**src/rtl/mem_loader_pkg.sv**
```systemverilog
// Shared types and sizing for the byte-memory fill loader.
package mem_loader_pkg;
  localparam int DEF_DATA_W = 8;
  localparam int DEF_ADDR_W = 8;

  typedef enum logic [1:0] {
    IDLE = 2'd0,
    LOAD = 2'd1,
    DONE = 2'd2
  } state_t;

  function automatic int mem_depth(input int addr_w);
    return 1 << addr_w;
  endfunction
endpackage

```
**src/rtl/mem_loader_ram.sv**
```systemverilog
// DEPTH x DATA_W byte store: one synchronous write port, one registered
// read port that returns the pre-write contents on an address collision.
module mem_loader_ram
  import mem_loader_pkg::*;
#(
  parameter int DATA_W = DEF_DATA_W,
  parameter int ADDR_W = DEF_ADDR_W
) (
  input  logic              clk,
  input  logic              rst_n,
  input  logic              we,
  input  logic [ADDR_W-1:0] waddr,
  input  logic [DATA_W-1:0] wdata,
  input  logic [ADDR_W-1:0] raddr,
  output logic [DATA_W-1:0] rdata
);
  localparam int DEPTH = mem_depth(ADDR_W);

  logic [DATA_W-1:0] r_mem [DEPTH];
  logic [DATA_W-1:0] r_rdata;

  // Storage array is deliberately left out of reset.
  always_ff @(posedge clk) begin
    if (we) begin
      r_mem[waddr] <= wdata;
    end
  end

  // Read register samples the array before this edge's write lands.
  always_ff @(posedge clk or negedge rst_n) begin
    if (!rst_n) begin
      r_rdata <= '0;
    end else begin
      r_rdata <= r_mem[raddr];
    end
  end

  assign rdata = r_rdata;
endmodule

```
**src/rtl/mem_fill_loader.sv**
```systemverilog
// Fill stage: writes a counted valid/ready byte stream into a wrapping
// byte memory from a captured base address, with a registered read port.
module mem_fill_loader
  import mem_loader_pkg::*;
#(
  parameter int DATA_W = DEF_DATA_W,
  parameter int ADDR_W = DEF_ADDR_W
) (
  input  logic              clk,
  input  logic              rst_n,
  input  logic              start,
  input  logic [ADDR_W-1:0] base_addr,
  input  logic [ADDR_W:0]   length,
  input  logic              abort,
  input  logic              in_valid,
  input  logic [DATA_W-1:0] in_data,
  output logic              in_ready,
  input  logic [ADDR_W-1:0] rd_addr,
  output logic [DATA_W-1:0] rd_data,
  output logic              busy,
  output logic              done,
  output logic [ADDR_W:0]   wr_count
);
  state_t            r_state;
  logic [ADDR_W-1:0] r_ptr;
  logic [ADDR_W:0]   r_remaining;
  logic [ADDR_W:0]   r_wr_count;
  logic              w_xfer;

  // An abort wins over a simultaneous beat, so nothing is written that cycle.
  assign w_xfer   = (r_state == LOAD) && in_valid && !abort;
  assign in_ready = (r_state == LOAD);
  assign busy     = (r_state == LOAD);
  assign done     = (r_state == DONE);
  assign wr_count = r_wr_count;

  // Fill sequencer: pointer, remaining count and written count.
  always_ff @(posedge clk or negedge rst_n) begin
    if (!rst_n) begin
      r_state     <= IDLE;
      r_ptr       <= '0;
      r_remaining <= '0;
      r_wr_count  <= '0;
    end else begin
      case (r_state)
        IDLE: begin
          if (start) begin
            r_ptr       <= base_addr;
            r_remaining <= length;
            r_wr_count  <= '0;
            r_state     <= (length != '0) ? LOAD : DONE;
          end
        end
        LOAD: begin
          if (abort) begin
            r_state <= IDLE;
          end else if (in_valid) begin
            r_ptr       <= r_ptr + ADDR_W'(1);
            r_remaining <= r_remaining - (ADDR_W + 1)'(1);
            r_wr_count  <= r_wr_count + (ADDR_W + 1)'(1);
            if (r_remaining == (ADDR_W + 1)'(1)) begin
              r_state <= DONE;
            end
          end
        end
        DONE: begin
          r_state <= IDLE;
        end
        default: begin
          r_state <= IDLE;
        end
      endcase
    end
  end

  mem_loader_ram #(
    .DATA_W(DATA_W),
    .ADDR_W(ADDR_W)
  ) u_ram (
    .clk  (clk),
    .rst_n(rst_n),
    .we   (w_xfer),
    .waddr(r_ptr),
    .wdata(in_data),
    .raddr(rd_addr),
    .rdata(rd_data)
  );
endmodule

```
**config.mk**
```make
export PLATFORM = sky130hd
export DESIGN_NAME = mem_fill_loader
export DESIGN_NICKNAME = d
export VERILOG_FILES = /design/src/rtl/mem_loader_pkg.sv /design/src/rtl/mem_loader_ram.sv /design/src/rtl/mem_fill_loader.sv
export SDC_FILE = /design/constraint.sdc
export NUM_CORES = 2
export LEC_CHECK = 0
export ABC_CLOCK_PERIOD_IN_PS = 2800
export BUFFER_PORTS_ARGS = -buffer_cell sky130_fd_sc_hd__buf_2
export CAP_MARGIN = 5
export CORE_ASPECT_RATIO = 0.9
export CORE_UTILIZATION = 40
export DETAILED_ROUTE_END_ITERATION = 10
export GPL_TIMING_DRIVEN = 0
export PLACE_DENSITY = 0.63
export SLEW_MARGIN = 20
export SYNTH_ARGS = -nofsm -noshare
export SYNTH_HDL_FRONTEND = slang
export SYNTH_HIERARCHICAL = 1
export SYNTH_SLANG_ARGS = --single-unit
export TNS_END_PERCENT = 50
```
**constraint.sdc**
```tcl
create_clock -name clk -period 2.8 [get_ports clk]
set_clock_uncertainty 0.15 [all_clocks]
set_input_delay 0.14 -clock clk [delete_from_list [all_inputs] [get_ports clk]]
set_output_delay 0.14 -clock clk [all_outputs]
set_load 0.02 [all_outputs]
```
==> metrics.yaml <==
outcome:
  status: "complete, but fails checks"
  violations: "negative setup slack"
cells_and_area:
  final_cell_mix: "edfxtp_1 (2048), mux4_2 (445), clkbuf_16 (210)"
  layout_commonest_cell: "edfxtp_1"
  fin_cells: 7272
  regArea_sq_um: 62410
  area_growth_pct: 18.56
  multi_input_area_sq_um: 19800
  final_layout_size_suffix_gt1_share_pct: 31.44
  nets: 4430
  fill_cells: 16530
logic_synthesis:
  ys_seq_elements: 2084
  synth_nets: 4023
  syn_avg_cell_area_sq_um: 20.53
  synthSimpleGateAreaFrac_pct: 3.373
  synth_top_family_by_area: "multiplexers"
  synth_edf_count: 2048
  synth-main-ff-cell: "edfxtp_1"
  synth_xor_xnor_area_share_pct: 0.07503
  synthesis.area_sq_um: 81710
  yosysSeqAreaShare_pct: 76.37
  yosys.area_share.adder_pct: 0.06125
  synth_compound_area_share_pct: 3.621
  yosys-mux-area-fraction_pct: 14.46
  synth_cell_types: 76
  synthCells: 3981
  ys_warn_count: 6
  synth_async_sr_flop_share_pct: 1.727
sta:
  tightest_slew_ps: 1213
  fmax_mhz: 324.2
  period_share_pct: 110.2
  setup_viol: 116
  hold_ws_ps: 87.28
  rsz0062_at_grt: "true"
  min_period_ps: 3085
  setup_ws_ps: -284.6
  hold_viol: 0
  drv_slew: 0
  timing.slew.headroom_pct: 19.12
global_routing:
  overflow: 0
  track_usage_pct: 24.40
  grt_pass1_wl_um: 345900
  grt_pass1_vias: 43170
  grt_start_max_net_pins: 123
  grt_antenna_before_repair: 10
worst_setup_path:
  crit_chain: "buf_2 -> buf_4 -> clkbuf_4 -> buf_4 -> mux4_2 -> a32oi_1 -> nand4_1 -> nor3_2 -> nor4_4"
  end_kind: "register"
  arrival_ps: 3610
  critPathSlowestCell: "nor3_2"
  worstSetupPathType: "in2reg"
  start_kind: "primary input"
  crit_family: "buffers and inverters"
  cp_max_fo: 10
  required_ps: 3330
  cpPeakStageDelay_ps: 520
  cp_num_buf_inv: 4
  crit_top_cell: "buf_4"
power_and_ir_drop:
  pwr_density_cell_nw_per_um2: 712.2
  ir_drop_mv: 0.7182
  power_leakage_nw: 29.96
clock_network:
  clkSinkCount: 2084
  cts_max_path_buffers: 3
  cts_made_buffers: 205
  cts_tree: "built"
  clk_pin_slew_ps: 60
  ctsHtreeMaxLevel: 4
  clock_latency_ps: 850
  cts_root_buf: "clkbuf_16"
floorplan:
  die_w_um: 478.4
  core-area_sq_um: 203100
  rows: 157
  ios: 58
  die-area_sq_um: 206100
  die_height_um: 430.8
  start_util_pct: 40.23
routing:
  totalWireLength_um: 253100
  ant_nets: 0
  detail_route.iter0.violations: 6992
  routed-via-count: 44860
  wl_per_cell_um: 34.80
  drt-vias-per-instance: 6.168
  drc: 0
  dr.pass1.iters: 6
placed_design:
  portBuffers: 55
  dp.cells: 6767
  routabilityCongestion: 0.9787
  hpwlAfterDp_um: 169100
worst_hold_path:
  min_path_type: "in2reg"
job:
  maxCapViolCount: 0
[synthesized netlist by cell type (20+ instances only)]
| master | count | share of area (%) |
|---|---|---|
| mux2i_1 | 160 | 2.0 |
| o22ai_1 | 35 | 0.27 |
| dfrtp_1 | 36 | 1.1 |
| nand4_1 | 23 | 0.18 |
| nand2_1 | 93 | 0.43 |
| buf_2 | 44 | 0.27 |
| o221ai_1 | 36 | 0.39 |
| nand3_1 | 53 | 0.32 |
| nor2b_1 | 31 | 0.24 |
| a21oi_1 | 92 | 0.56 |
| nor3_1 | 21 | 0.13 |
| buf_6 | 32 | 0.44 |
| mux4_2 | 445 | 12 |
| edfxtp_1 | 2048 | 75 |
| nor2_1 | 297 | 1.4 |
| o21ai_0 | 20 | 0.12 |
| a22oi_1 | 96 | 0.88 |
| a221oi_1 | 21 | 0.23 |
| clkbuf_1 | 111 | 0.51 |
[cells by family (layout without fill, tap and decap cells)]
family | Yosys count | in the layout
other | 0 | 5
multiplexers | 621 | 621
buffers and inverters | 255 | 838
adder cells (fa/ha/maj) | 4 | 4
AO/OA/AOI/OAI | 416 | 416
flip-flops | 2084 | 2084
AND/OR/NAND/NOR | 594 | 594
XOR/XNOR | 7 | 7
[timing repair]
action,4_1_cts,5_1_grt
endpoints found under the setup margin,2056,1698
buffers inserted,43,19
cloned,0,0
pin swaps,32,21
gates resized for setup,561,134
hold buffers,59,0
endpoints found under the hold margin,1414,0
[sequential cells by signal, indices dropped and copies added, names as in the netlist]
register and cells:
u_ram/rdata 8, r_ptr 8, r_remaining 9, r_state 2
wr_count 9, u_ram/r_mem 2048
[cell type report]
type                    count  share of cell area (%)
flip-flops and latches   2084                   64.42
diodes                      5                 0.01292
clock inverters           135                   1.405
multi-input cells        1642                   20.44
repair buffers            204                   2.630
well taps                2703                   3.491
plain buffers             243                   2.033
clock buffers             248                   5.528
inverters                   8                 0.03875
[power by group]
| group | switching, mW | total (mW) | internal [mW] |
|---|---|---|---|
| clock network | 12.0 | 27.6 | 15.6 |
| registers | 0.373 | 34.8 | 34.5 |
| logic | 4.60 | 6.58 | 1.98 |
| total | 16.9 | 69.0 | 52.1 |
[worst reg2reg max path: cells and delay by family (launching register included)]
family / cells / cell delay [ps]
AND/OR/NAND/NOR: 3 / 1410
flip-flops: 1 / 550
buffers and inverters: 1 / 480
[per-layer routing]
layer | vias to the layer above | global-route usage [%] | wire [um]
met1 | 23840 | 33.43 | 96990
li1 | 17440 | - | -
met5 | - | 0 | 175
met3 | 583 | 7.669 | 32100
met2 | 2986 | 36.13 | 112000
met4 | 6 | 9.974 | 11850
[per-stage QoR]
| stage | setup WS, ps | util, % | total power, mW | instance area, sq um | TNS (ps) |
|---|---|---|---|---|---|
| after floorplan | 97.54 | - | 38.04 | 81710 | 0 |
| after global placement | -3696 | 42.03 | 40.69 | 85370 | -6416670 |
| after detailed placement | -2166 | 42.47 | 40.75 | 86260 | -2370390 |
| after CTS | -246.6 | 47.34 | 68.85 | 96160 | -43050 |
| after global routing | -211.2 | 47.69 | 70.61 | 96870 | -9578 |
| final | -284.6 | 47.69 | 68.99 | 96880 | -7981 |
[final timing paths]
path | start | slack (ps) | end | cells past startpoint
min in group asynchronous | rst_n | 280 | r_remaining[8] | 4
max in group asynchronous | rst_n | 1950 | u_ram/rdata[0] | 4
worst max-delay path | rd_addr[1] | -280 | u_ram/rdata[7] | 9
worst min register to register | wr_count[0] | 390 | wr_count[0] | 1
worst min-delay path | length[2] | 90 | r_remaining[2] | 4
worst max register to register | r_ptr[4] | -160 | u_ram/r_mem[30][0] | 4
No activity file was read; power rests on OpenSTA's default activity.
